<file path="src/rtl/fft_pair_commutator.sv">
// Delay-buffer commutator that pairs x[k] with x[k+DEPTH] for a radix-2 butterfly.
// Optional build macro FFT_PAIR_COMMUTATOR_SCALE_EN halves all pair outputs (>>>1).
module fft_pair_commutator #(
    parameter int DATA_WIDTH = 16,
    parameter int DEPTH      = 4
) (
    input  logic                  clk,
    input  logic                  rst,
    input  logic                  en,
    input  logic                  in_valid,
    input  logic [DATA_WIDTH-1:0] real_in,
    input  logic [DATA_WIDTH-1:0] imag_in,
    output logic                  out_valid,
    output logic                  out_first,
    output logic [DATA_WIDTH-1:0] real_out0,
    output logic [DATA_WIDTH-1:0] imag_out0,
    output logic [DATA_WIDTH-1:0] real_out1,
    output logic [DATA_WIDTH-1:0] imag_out1
);

    localparam int IDX_W = (DEPTH > 1) ? $clog2(DEPTH) : 1;
    localparam logic [IDX_W-1:0] IDX_LAST = IDX_W'(DEPTH - 1);

    typedef enum logic {FILL, PAIR} state_t;

    state_t                state;
    logic [IDX_W-1:0]      idx;
    logic [DATA_WIDTH-1:0] real_buf [DEPTH];
    logic [DATA_WIDTH-1:0] imag_buf [DEPTH];

    logic accept;
    logic idx_last;

    assign accept   = en & in_valid;
    assign idx_last = (idx == IDX_LAST);

    function automatic logic [DATA_WIDTH-1:0] scale(input logic [DATA_WIDTH-1:0] v);
`ifdef FFT_PAIR_COMMUTATOR_SCALE_EN
        return {v[DATA_WIDTH-1], v[DATA_WIDTH-1:1]};
`else
        return v;
`endif
    endfunction

    // Buffer is deliberately not reset: every entry is rewritten in FILL before PAIR reads it.
    always_ff @(posedge clk) begin
        if (!rst && accept && state == FILL) begin
            real_buf[idx] <= real_in;
            imag_buf[idx] <= imag_in;
        end
    end

    always_ff @(posedge clk) begin
        if (rst) begin
            state     <= FILL;
            idx       <= '0;
            out_valid <= 1'b0;
            out_first <= 1'b0;
            real_out0 <= '0;
            imag_out0 <= '0;
            real_out1 <= '0;
            imag_out1 <= '0;
        end else if (en) begin
            if (in_valid) begin
                idx <= idx_last ? '0 : idx + IDX_W'(1);
                if (idx_last) begin
                    state <= (state == FILL) ? PAIR : FILL;
                end
                if (state == PAIR) begin
                    out_valid <= 1'b1;
                    out_first <= (idx == '0);
                    real_out0 <= scale(real_buf[idx]);
                    imag_out0 <= scale(imag_buf[idx]);
                    real_out1 <= scale(real_in);
                    imag_out1 <= scale(imag_in);
                end else begin
                    out_valid <= 1'b0;
                    out_first <= 1'b0;
                end
            end else begin
                // Strobes drop on an idle cycle; pair data keeps its last value.
                out_valid <= 1'b0;
                out_first <= 1'b0;
            end
        end
    end

endmodule

</file>
<file path="config.mk">
export PLATFORM = sky130hd
export DESIGN_NAME = fft_pair_commutator
export DESIGN_NICKNAME = d
export VERILOG_FILES = /design/src/rtl/fft_pair_commutator.sv
export SDC_FILE = /design/constraint.sdc
export NUM_CORES = 1
export LEC_CHECK = 0
export BUFFER_PORTS_ARGS = -buffer_cell sky130_fd_sc_hd__buf_2
export CAP_MARGIN = 5
export CORE_AREA = 2 2 221 114
export CTS_CLUSTER_SIZE = 10
export DETAILED_ROUTE_END_ITERATION = 10
export DIE_AREA = 0 0 223 116
export PLACE_DENSITY_LB_ADDON = 0.08
export SLEW_MARGIN = 5
export SYNTH_ARGS = -nofsm -noshare
export SYNTH_HDL_FRONTEND = slang
export SYNTH_SLANG_ARGS = --single-unit
</file>
<file path="constraint.sdc">
create_clock -name clk -period 2.3 [get_ports clk]
set_input_delay 0.115 -clock clk [delete_from_list [all_inputs] [get_ports clk]]
set_output_delay 0.115 -clock clk [all_outputs]
set_load 0.02 [all_outputs]
</file>
Word level (Yosys, flattened, before mapping)
Memory sizes are Yosys's and may differ from the RTL's. A register that Yosys moved wholly into a read port is not among the register bits.
Cells that the tools add are included.
{ "totals": {"ff_bits": 37, "ramBits": 128, "mem_count": 2} }
{ "classes": {"addsub": 1, "n_eq_ne": 1, "mux": 8, "n_bitwise": 2, "reduce_logical": 7} }
{ "memory_table": {"columns": ["name", "words", "width", "read_ports", "rd_clocked_by_memory_dff", "wr", "line", "text"], "rows": [
  ["imag_buf", 4, 16, 1, 1, 1, "29", "logic [DATA_WIDTH-1:0] imag_buf [DEPTH];"],
  ["real_buf", 4, 16, 1, 1, 1, "28", "logic [DATA_WIDTH-1:0] real_buf [DEPTH];"]
]} }
{ "ops": {"columns": ["operator", "n"], "rows": [
  ["1-bit 2-to-1 mux", 7],
  ["3-bit AND reduction", 2],
  ["2-bit by 1-bit adder with 2-bit output (second input constant)", 1],
  ["2-bit == test (second input constant)", 1],
  ["1-bit logical AND", 2],
  ["2-bit zero test", 1],
  ["2-bit 2-to-1 mux", 1],
  ["2-bit AND reduction", 1],
  ["1-bit bitwise AND", 1],
  ["1-bit zero test", 1],
  ["1-bit inverter", 1]
]} }

Longest topological paths before layout
Gate-level depths: netlist of run 1.
{ "logic_depth": {"word_depth": 5, "depth_mapped": 6} }

Least setup slack after synthesis of run 1
No wires, ideal clock.
{ "synth_path": {"path_type": "flip-flop to flip-flop", "startpoint": "register idx[1]", "endpoint": "memory imag_buf[0][0] (enable)", "setup_ns": 0.392, "arrival_time_ns": 1.651, "required_time_ns": 1.908, "path_slack_ns": 0.257, "stages_incl_launch_ff": 6, "path_buffers": 2, "synth_period_minus_slack_ns": 2.043, "cell_sequence": "dfxtp_1 > buf_2 > buf_2 > inv_1 > ha_1 > and2_1"} }
{ "synth_rtl": {"columns": ["element", "line", "text"], "rows": [
  ["start, declared", "27", "logic [IDX_W-1:0] idx;"],
  ["start signal, assigned", "65", "idx <= idx_last ? '0 : idx + IDX_W'(1);"],
  ["end, declared", "29", null]
]} }
No word-level cell before the write port.

Worst setup path after layout of run 1
{ "layout_path": {"startpoint": "input port in_valid", "endpoint": "memory real_buf[0][8] (enable)"} }
{ "layout_via": {"elab_chain_cells": 5} }
{ "layout_lines": {"columns": ["element", "line", "text"], "rows": [
  ["start, declared", "10", "input logic in_valid,"],
  ["1-bit bitwise AND", "34", "assign accept = en & in_valid;"],
  ["1-bit logical AND (2 in a row)", "47", "if (!rst && accept && state == FILL) begin"],
  ["1-bit 2-to-1 mux", "47", null],
  ["1-bit 2-to-1 mux (implied by the code)", "48", "real_buf[idx] <= real_in;"],
  ["end, declared", "28", null]
]} }
Every way passes these cells.

==> results.sh, run 1 <==
export IMPL_yosys_warnings=0
export IMPL_synthMuxAreaShare=0.105
export IMPL_clock_latency_ns=0.44
export IMPL_holdPathStages=3
export IMPL_rsz0062_at_grt="false"
export IMPL_start_kind="input port"
export IMPL_whs_ns=0.0238
export IMPL_worst_pin_slew_ns=0.877
export IMPL_grt_util_met1=0.165
export IMPL_pre_cts_ws_ns=0.497
export IMPL_rows=40
export IMPL_post_cts_buffers=0
export IMPL_grt_usage=0.130
export IMPL_io_buffers=101
export IMPL_synth_cells=479
export IMPL_synth_cell_types=24
export IMPL_maxSlewHeadroom=0.415
export IMPL_cts_tree="done"
export IMPL_grt_pass1_wl_mm=24.4
export IMPL_synth_xor_area_share=0.00123
export IMPL_dieArea_um2=25900
export IMPL_min_to="idx[1]"
export IMPL_cts_sink_count=197
export IMPL_num_vias=4178
export IMPL_slew_violations=0
export IMPL_synth_area_um2=7130
export IMPL_cts_max_path_buffers=2
export IMPL_min_path_type="in2reg"
export IMPL_setup_slack_ns=0.467
export IMPL_r2r_end="real_buf[0][8]"
export IMPL_root_buffer="clkbuf_16"
export IMPL_syn_mean_instance_area_um2=14.9
export IMPL_critical_path_class="in2reg"
export IMPL_setup_viol=0
export IMPL_hpwl_mm=9.48
export IMPL_clk_pin_slew_ns=0.06
export IMPL_synth_top_cell_by_area="edfxtp_1"
export IMPL_worstPathArrival_ns=1.99
export IMPL_antenna_found_initial=0
export IMPL_synth_compound_area_frac=0.0470
export IMPL_globalplace_congestion=0.674
export IMPL_gr_total_overflow=0
export IMPL_ff2ff_setup_slack_ns=0.56
export IMPL_status="completed"
export IMPL_power_density_nw_per_um2=786
export IMPL_start_util=0.300
export IMPL_synth_seq_area_share=0.733
export IMPL_finClkSkew_ns=0.00638
export IMPL_drc=0
export IMPL_crit_required_ns=2.45
export IMPL_drt_iter0_drc=248
export IMPL_drt_antenna_violating_nets=0
export IMPL_grt_busiest_layer="met2"
export IMPL_die_width_um=223
export IMPL_cellLeakagePower_nw=3.14
export IMPL_ys_ff_latch=197
export IMPL_hold_viol_final=0
export IMPL_grt_pass1_vias=4179
export IMPL_fmax_mhz=546
export IMPL_post_route_util=0.376
export IMPL_dr_pass1_iters=4
export IMPL_rr_startpoint="state"
export IMPL_viasPerCell=4.42
export IMPL_r2r_cells=3
export IMPL_pin_count=102
export IMPL_cap_viol_max_count=0
export IMPL_htree_levels=4
export IMPL_power_w=0.00704
export IMPL_cp_end_kind="register"
export IMPL_tns_ns=0
export IMPL_drive_above_1_share=0.285
export IMPL_fin_crit_ns=1.83
export IMPL_cts_made_buffers=17
export IMPL_synth_area_leaders="edfxtp_1 54%, dfxtp_1 19%, mux4_2 8.8%, nand2_1 6.8%, a21oi_1 4.7%"
export IMPL_netlist_area_leader_share=0.539
export IMPL_hold_start="en"
export IMPL_cp_max_fo=12
export IMPL_peakVddDrop_mv=0.381
export IMPL_wl_mm=16.0
export IMPL_syn2layout_area_growth_pct=25.6
export IMPL_post_route_period_util=0.797
export IMPL_synth_top_family_by_area="multiplexers"
export IMPL_use_met2=0.212
export IMPL_core_area_um2=23800
export IMPL_wl_per_cell_um=16.9
export IMPL_fin_nets=658
export IMPL_synthAdderAreaFrac=0.00702
export IMPL_diodes=0
export IMPL_synthSimpleGateAreaFrac=0.0795
export IMPL_syn_num_nets=519
export IMPL_use_met3=0.0304
export IMPL_die_h_um=116
export IMPL_grt_max_degree=70
-- where the power goes --
part | switching [W] | internal [W] | total (W) | leakage (nW)
sequential | 0.0000150 | 0.00379 | 0.00381 | 1.71
combinational | 0.000142 | 0.000149 | 0.000290 | 1.13
clock | 0.00125 | 0.00169 | 0.00294 | 0.291
-- final cells by class --
type,count,area [µm²]
inverters,2,7.51
well taps,315,394
clock inverters,2,10.0
fillers,2264,14800
flip-flops and latches,197,5230
clock buffers,30,577
multi-input cells,250,1730
repair buffers,150,1010
-- synth_stat cells --
cell,number
mux4_1,4
nor3_1,1
xor2_1,1
and2_1,4
a21oi_1,67
and3_1,1
buf_1,1
buf_4,2
nand2b_1,1
nor2_1,4
edfxtp_1,128
nand3_1,3
buf_2,14
dfxtp_1,69
clkbuf_1,9
nand2_1,130
mux2i_1,1
buf_8,1
nor2b_1,1
inv_1,2
ha_1,4
buf_6,1
buf_12,2
mux4_2,28
-- worst max-delay path, stage by stage --
cell and delay (ns):
dlygate4sd3_1 0.53, buf_2 0.17, nand2_1 0.12, nor3_1 0.36
and2_2 0.48, buf_12 0.20
-- cells in the final DEF (no fill, tap or decap) --
cell type / instances
and3_2: 1
nor3_1: 1
clkbuf_1: 5
a21oi_1: 67
inv_1: 2
ha_1: 4
nand2b_1: 1
buf_12: 4
buf_4: 13
clkinv_2: 2
dlygate4sd3_1: 33
edfxtp_1: 128
nand2_1: 130
mux2i_1: 1
nor2b_1: 1
dfxtp_1: 67
nor2_1: 4
mux4_2: 28
nand3_4: 1
dfxtp_2: 2
and2_2: 4
xor2_1: 1
buf_2: 100
nand3_1: 2
clkbuf_16: 19
mux4_1: 4
clkbuf_8: 6
-- per-stage QoR --
step | cell area, µm² | std cells
after CTS | 8950 | 946
after floorplan | 7130 | 479
after global routing | 8950 | 946
final | 8950 | 946
after global placement | 8030 | 881
after detailed placement | 8030 | 881
-- logic make-up after synthesis --
logic type               Yosys count
AND/OR/NAND/NOR                  145
XOR/XNOR                           1
buffers and inverters             32
AO/OA/AOI/OAI                     67
adder cells (fa/ha/maj)            4
flip-flops                       197
multiplexers                      33
-- what timing repair did --
action / in CTS / in global routing
hold buffers: 33 / 0
gates resized for setup: 0 / 0
hold endpoints to repair: 161 / 0
-- registers in the layout, summed over array words and instances (netlist names) --
register and flops:
out_first 1, real_out0 16, imag_out0 16, idx 2, imag_buf 64, imag_out1 16, state 1, real_buf 64
real_out1 16, out_valid 1
-- worst max-delay path by stage --
stage | startpoint | end | slack, ns | cells past startpoint
4_1_cts | in_valid | imag_buf[0][12] | 0.47 | 6
6_report | in_valid | real_buf[0][8] | 0.47 | 6
5_1_grt | in_valid | real_buf[0][8] | 0.32 | 6
3_3_place_gp | en | imag_buf[0][10] | 0.52 | 5
2_1_floorplan | idx[1] | imag_buf[0][0] | 0.26 | 5
3_5_place_dp | en | imag_buf[0][10] | 0.50 | 5
-- routing by layer --
layer  routed length (µm)  up-vias  share of wire
met3                  476       21          0.030
met5                    0        -              0
met1                 7600     2093           0.47
met4                  308        0          0.019
li1                     -     2010              -
met2                 7640       54           0.48
Note: power is estimated with default switching activity, not from simulation.
==> inputs of run 2 (changes only) <==
Settings changed: ABC_AREA from default to 1, CORE_AREA 2 2 221 114 to 2 2 225 116, DIE_AREA 0 0 223 116 to 0 0 227 118.
Clock period 2.3 ns to 1.8 ns, I/O delays scaled along.
==> results.sh, run 2 <==
export IMPL_swShare=0.213
export IMPL_start_kind="register"
export IMPL_post_cts_buffers=0
export IMPL_mostFrequentLayoutCells="164 x nand2_1, 128 x edfxtp_1, 101 x buf_2"
export IMPL_cts_max_path_buffers=2
export IMPL_r2r_cells=4
export IMPL_cp_end_kind="register"
export IMPL_setup_viol=0
export IMPL_synth_xor_area_share=0
export IMPL_globalplace_congestion=0.704
export IMPL_diodes=0
export IMPL_gr_total_overflow=0
export IMPL_p_clk_frac=0.437
export IMPL_synthAdderAreaFrac=0.00677
export IMPL_yosys_warnings=0
export IMPL_grt_pass1_vias=4943
export IMPL_grt_pass1_wl_mm=28.7
export IMPL_grt_max_degree=61
export IMPL_fin_nets=830
export IMPL_wl_mm=18.5
export IMPL_seqPwrFrac=0.507
export IMPL_rows=41
export IMPL_async_reset_ff_frac=0
export IMPL_netlist_area_leader_share=0.520
export IMPL_drt_iter0_drc=294
export IMPL_synth_cell_types=18
export IMPL_ys_ff_latch=197
export IMPL_cp_startpoint="state"
export IMPL_cts_tree="done"
export IMPL_start_util=0.298
export IMPL_worst_pin_slew_ns=0.474
export IMPL_maxSlewHeadroom=0.684
export IMPL_whs_ns=0.0672
export IMPL_fmax_mhz=588
export IMPL_synthSimpleGateAreaFrac=0.167
export IMPL_post_cts_resized_instances=0
export IMPL_cts_made_buffers=17
export IMPL_clock_latency_ns=0.45
export IMPL_cts_sink_count=197
export IMPL_synth_edff_count=128
export IMPL_syn_mean_instance_area_um2=11.2
export IMPL_status="completed"
export IMPL_die_h_um=118
export IMPL_hpwl_mm=11.7
export IMPL_synth_compound_area_frac=0.0806
export IMPL_crit_required_ns=1.92
export IMPL_syn_num_nets=697
export IMPL_die_width_um=227
export IMPL_post_route_period_util=0.945
export IMPL_synth_area_um2=7390
export IMPL_comb_power_share=0.056
export IMPL_tns_ns=0
export IMPL_synth_seq_area_share=0.707
export IMPL_synth_area_leaders="edfxtp_1 52%, dfxtp_1 19%, nand2_1 8.3%, nand3_1 4.5%, nor2_1 3.5%"
export IMPL_post_route_util=0.375
export IMPL_cellLeakagePower_nw=3.93
export IMPL_finClkSkew_ns=0.00568
export IMPL_fillers=2481
export IMPL_wl_per_cell_um=16.1
export IMPL_slew_violations=0
export IMPL_peakVddDrop_mv=0.585
export IMPL_synth_common_cells="164 x nand2_1, 128 x edfxtp_1, 69 x dfxtp_1"
export IMPL_cpPeakStageDelay_ns=0.35
export IMPL_final_common_cell="nand2_1"
export IMPL_hold_start="in_valid"
export IMPL_drt_antenna_violating_nets=0
export IMPL_core_area_um2=24800
export IMPL_root_buffer="clkbuf_16"
export IMPL_syn2layout_area_growth_pct=26.0
export IMPL_pin_count=102
export IMPL_synth_top_family_by_area="simple AND/OR/NAND/NOR gates"
export IMPL_num_vias=5097
export IMPL_synthMuxAreaShare=0
export IMPL_drive_above_1_share=0.203
export IMPL_critical_path_class="reg2reg"
export IMPL_reg_top3="imag_buf x64, real_buf x64"
export IMPL_rsz0062_at_grt="false"
export IMPL_synth_cells=657
export IMPL_yosys_most_used_dff="edfxtp_1"
export IMPL_power_density_nw_per_um2=1030
export IMPL_net_switching_power_w=0.00205
export IMPL_dieArea_um2=26800
export IMPL_io_buffers=101
export IMPL_viasPerCell=4.44
export IMPL_dr_pass1_iters=7
export IMPL_yosysMostFrequentCell="nand2_1"
export IMPL_drc=0
export IMPL_cp_max_fo=19
export IMPL_clk_pin_slew_ns=0.07
export IMPL_cap_viol_max_count=0
export IMPL_holdPathStages=4
export IMPL_fin_crit_ns=1.70
export IMPL_p_int_w=0.00754
export IMPL_rr_startpoint="state"
export IMPL_grt_usage=0.146
export IMPL_worst_path_max_delay_cell="nand3_1"
export IMPL_crit_chain="inv_1, nand3_1, nor2_4, buf_4"
export IMPL_antenna_found_initial=0
export IMPL_htree_levels=4
export IMPL_synth_top_cell_by_area="edfxtp_1"
export IMPL_hold_viol_final=0
export IMPL_min_path_type="in2reg"
export IMPL_worstPathArrival_ns=1.82
==> run 2: changes by cell type in the layout (fill, tap and decap cells not counted), moves of 5 or more <==
cell       delta
nand3_1      +65
nand2_1      +34
o21ai_0      +30
o21bai_1     +32
nor2_1       +60
inv_1         +6
clkbuf_8      -5
bufinv_16     +5
mux4_2       -28
a21oi_1      -30
==> run 2: area by class of cell <==
| type | instances | area (µm²) | share of cell area |
|---|---|---|---|
| Multi-Input combinational cell | 408 | 1910 | 0.205 |
| Sequential cell | 197 | 5230 | 0.561 |
| Clock inverter | 13 | 205 | 0.0220 |
| Clock buffer | 19 | 443 | 0.0476 |
| Timing Repair Buffer | 155 | 1060 | 0.113 |
| Tap cell | 344 | 430 | 0.0462 |
| Inverter | 11 | 41.3 | 0.00443 |
==> run 2: kinds of logic (layout without fill, tap and decap cells) <==
kind of cell / count (synthesis) / count (layout)
AOI/OAI and AO/OA: 103 / 103
adders and majority gates: 4 / 4
buffers and inverters: 52 / 198
DFF: 197 / 197
and+or+nand+nor: 301 / 301
==> run 2: final timing paths <==
| kind | end | slack, ns |
|---|---|---|
| min | idx[0] | 0.07 |
| max | real_buf[3][6] | 0.1 |
| min reg2reg | out_valid | 0.47 |
| max reg2reg | real_buf[3][6] | 0.1 |
==> run 2: power groups by stage <==
stage          clock network (W)  registers [W]  logic, W
6_report                 0.00419        0.00486  0.000534
3_5_place_dp                   0        0.00497  0.000495
4_1_cts                  0.00431        0.00486  0.000552
5_1_grt                  0.00450        0.00487  0.000605
3_3_place_gp                   0        0.00496  0.000489
2_1_floorplan                  0        0.00497  0.000285
==> run 2: layer usage <==
metal  global-route usage  routed length, µm
met1                0.210               9490
met5                    0                  0
met4               0.0478                282
met3               0.0384                788
met2                0.211               7920
==> run 2: through the flow <==
stage          std cells  power (W)  cell area, µm²  setup slack (ns)
2_1_floorplan        657    0.00525            7430            0.0107
3_3_place_gp        1082    0.00545            8330             0.116
3_5_place_dp        1082    0.00546            8330             0.108
4_1_cts             1147    0.00972            9310            0.0952
5_1_grt             1147    0.00997            9310           0.00304
6_report            1147    0.00959            9310            0.0998
==> run 2: what timing repair did <==
item / CTS / global route
setup endpoints to repair: 0 / 0
hold endpoints to repair: 162 / 0
hold buffers: 33 / 0
==> run 2: critical path, delay by kind of cell (launching register included) <==
kind                   cells  cell delay (ns)
buffers and inverters      2             0.50
flip-flops                 1             0.32
AND/OR/NAND/NOR            2             0.54
==> inputs of run 3 (changes only) <==
Settings changed: CORE_AREA 2 2 225 116 to 2 2 196 102, DIE_AREA 0 0 227 118 to 0 0 198 104.
==> results.sh, run 3 (synthesis results as in run 2) <==
export IMPL_status="completed"
export IMPL_syn2layout_area_growth_pct=24.0
export IMPL_post_route_period_util=0.896
export IMPL_final_cells=1073
export IMPL_globalplace_congestion=0.711
export IMPL_p_clk_frac=0.415
export IMPL_cp_end_kind="register"
export IMPL_htree_levels=4
export IMPL_rr_startpoint="idx[0]"
export IMPL_min_path_type="in2reg"
export IMPL_drive_above_1_share=0.209
export IMPL_setup_viol=0
export IMPL_hold_viol_final=0
export IMPL_clock_latency_ns=0.43
export IMPL_r2r_end="imag_buf[3][11]"
export IMPL_finClkSkew_ns=0.0111
export IMPL_critical_path_top_delay_family="buffers and inverters"
export IMPL_reg_top3="imag_buf x64, real_buf x64"
export IMPL_final_common_cell="nand2_1"
export IMPL_hpwl_mm=10.9
export IMPL_crit_required_ns=1.90
export IMPL_worstPathArrival_ns=1.71
export IMPL_pin_count=102
export IMPL_critical_path_class="in2reg"
export IMPL_root_buffer="clkbuf_16"
export IMPL_fillers=1737
export IMPL_fin_nets=834
export IMPL_crit_chain="dlygate4sd3_1, buf_2, nand2_2, inv_1, nand3_2, nor2_4, buf_4"
export IMPL_rsz0062_at_grt="false"
export IMPL_cts_sink_count=197
export IMPL_cts_tree="done"
export IMPL_dr_pass1_iters=5
export IMPL_fmax_mhz=620
export IMPL_mostFrequentLayoutCells="164 x nand2_1, 128 x edfxtp_1, 101 x buf_2"
export IMPL_p_int_w=0.00713
export IMPL_rows=36
export IMPL_grt_max_degree=40
export IMPL_dp_cells=1008
export IMPL_cts_max_path_buffers=2
export IMPL_grt_pass1_vias=5046
export IMPL_power_density_nw_per_um2=1010
export IMPL_cts_made_buffers=17
export IMPL_diodes=0
export IMPL_maxSlewHeadroom=0.710
export IMPL_die_h_um=104
export IMPL_start_kind="input port"
export IMPL_clk_pin_slew_ns=0.07
export IMPL_grt_pass1_wl_mm=27.6
export IMPL_cp_num_buf_inv=4
export IMPL_net_switching_power_w=0.00210
export IMPL_wl_mm=17.2
export IMPL_peakVddDrop_mv=0.662
export IMPL_grt_usage=0.177
export IMPL_cp_startpoint="en"
export IMPL_cp_num_cells=7
export IMPL_seqPwrFrac=0.527
export IMPL_slew_violations=0
export IMPL_viasPerCell=4.72
export IMPL_cpPeakStageDelay_ns=0.52
export IMPL_worst_pin_slew_ns=0.435
export IMPL_ff2ff_setup_slack_ns=0.37
export IMPL_fin_crit_ns=1.61
export IMPL_antenna_found_initial=0
export IMPL_drc=0
export IMPL_worst_path_max_delay_cell="dlygate4sd3_1"
export IMPL_timing_critical_path_to="imag_buf[3][11]"
export IMPL_r2r_cells=4
export IMPL_cellLeakagePower_nw=3.92
export IMPL_post_cts_buffers=0
export IMPL_io_buffers=101
export IMPL_start_util=0.390
export IMPL_swShare=0.227
export IMPL_cap_viol_max_count=0
export IMPL_die_width_um=198
export IMPL_drt_antenna_violating_nets=0
export IMPL_core_area_um2=19000
export IMPL_dieArea_um2=20600
export IMPL_drt_iter0_drc=283
export IMPL_comb_power_share=0.058
export IMPL_wl_per_cell_um=16.1
export IMPL_cp_max_fo=18
export IMPL_gr_total_overflow=0
export IMPL_tns_ns=0
export IMPL_num_vias=5066
-- run 3: what timing repair did --
action                                  4_1_cts  5_1_grt
endpoints found under the hold margin       161        0
gates resized for setup                       0        1
endpoints found under the setup margin        0       36
hold buffers                                 33        0
-- run 3: through the flow --
step           instance area, µm²  hold slack (ns)   util  power [W]  setup slack [ns]
2_1_floorplan                7430            0.189      -    0.00525            0.0107
3_3_place_gp                 8230            0.329  0.434    0.00544             0.235
3_5_place_dp                 8230            0.325  0.434    0.00545             0.155
4_1_cts                      9160            0.137  0.483    0.00935            0.0825
5_1_grt                      9160            0.160  0.483    0.00961            0.0945
6_report                     9160            0.141  0.483    0.00923             0.187
-- run 3: final cells by class --
type	instances	area, µm²	area share
Inverter	11	41.3	0.00451
Tap cell	266	333	0.0363
Clock buffer	17	425	0.0464
Clock inverter	15	173	0.0188
Multi-Input combinational cell	408	1910	0.209
Sequential cell	197	5230	0.571
Timing Repair Buffer	159	1050	0.114
-- run 3: worst min-delay path by stage --
stage,start,endpoint,slack (ns),depth (start not counted)
2_1_floorplan,imag_in[0],imag_buf[0][0],0.19,0
3_3_place_gp,imag_in[14],imag_buf[3][14],0.33,1
3_5_place_dp,imag_in[14],imag_buf[3][14],0.32,1
4_1_cts,in_valid,idx[1],0.14,3
5_1_grt,in_valid,idx[1],0.16,3
6_report,in_valid,idx[0],0.14,4
-- run 3: power by group through the flow --
stage | Sequential (W) | Clock, W | Combinational (W)
2_1_floorplan | 0.00497 | 0 | 0.000285
3_3_place_gp | 0.00496 | 0 | 0.000476
3_5_place_dp | 0.00497 | 0 | 0.000483
4_1_cts | 0.00486 | 0.00395 | 0.000540
5_1_grt | 0.00487 | 0.00414 | 0.000600
6_report | 0.00486 | 0.00383 | 0.000535
-- run 3: routing by layer --
layer  global-route usage  part of all wire  vias up
li1                     -                 -     2524
met1                0.261              0.51     2412
met2                0.261              0.43      116
met3               0.0396             0.051       14
met4               0.0478             0.012        0
met5                    0                 0        -
-- run 3: tightest hold or removal path, delay by kind of cell --
| kind | cells | cell delay (ns) |
|---|---|---|
| AND/OR/NAND/NOR | 2 | 0.26 |
| buffers and inverters | 1 | 0.08 |
| AO/OA/AOI/OAI | 1 | 0.08 |
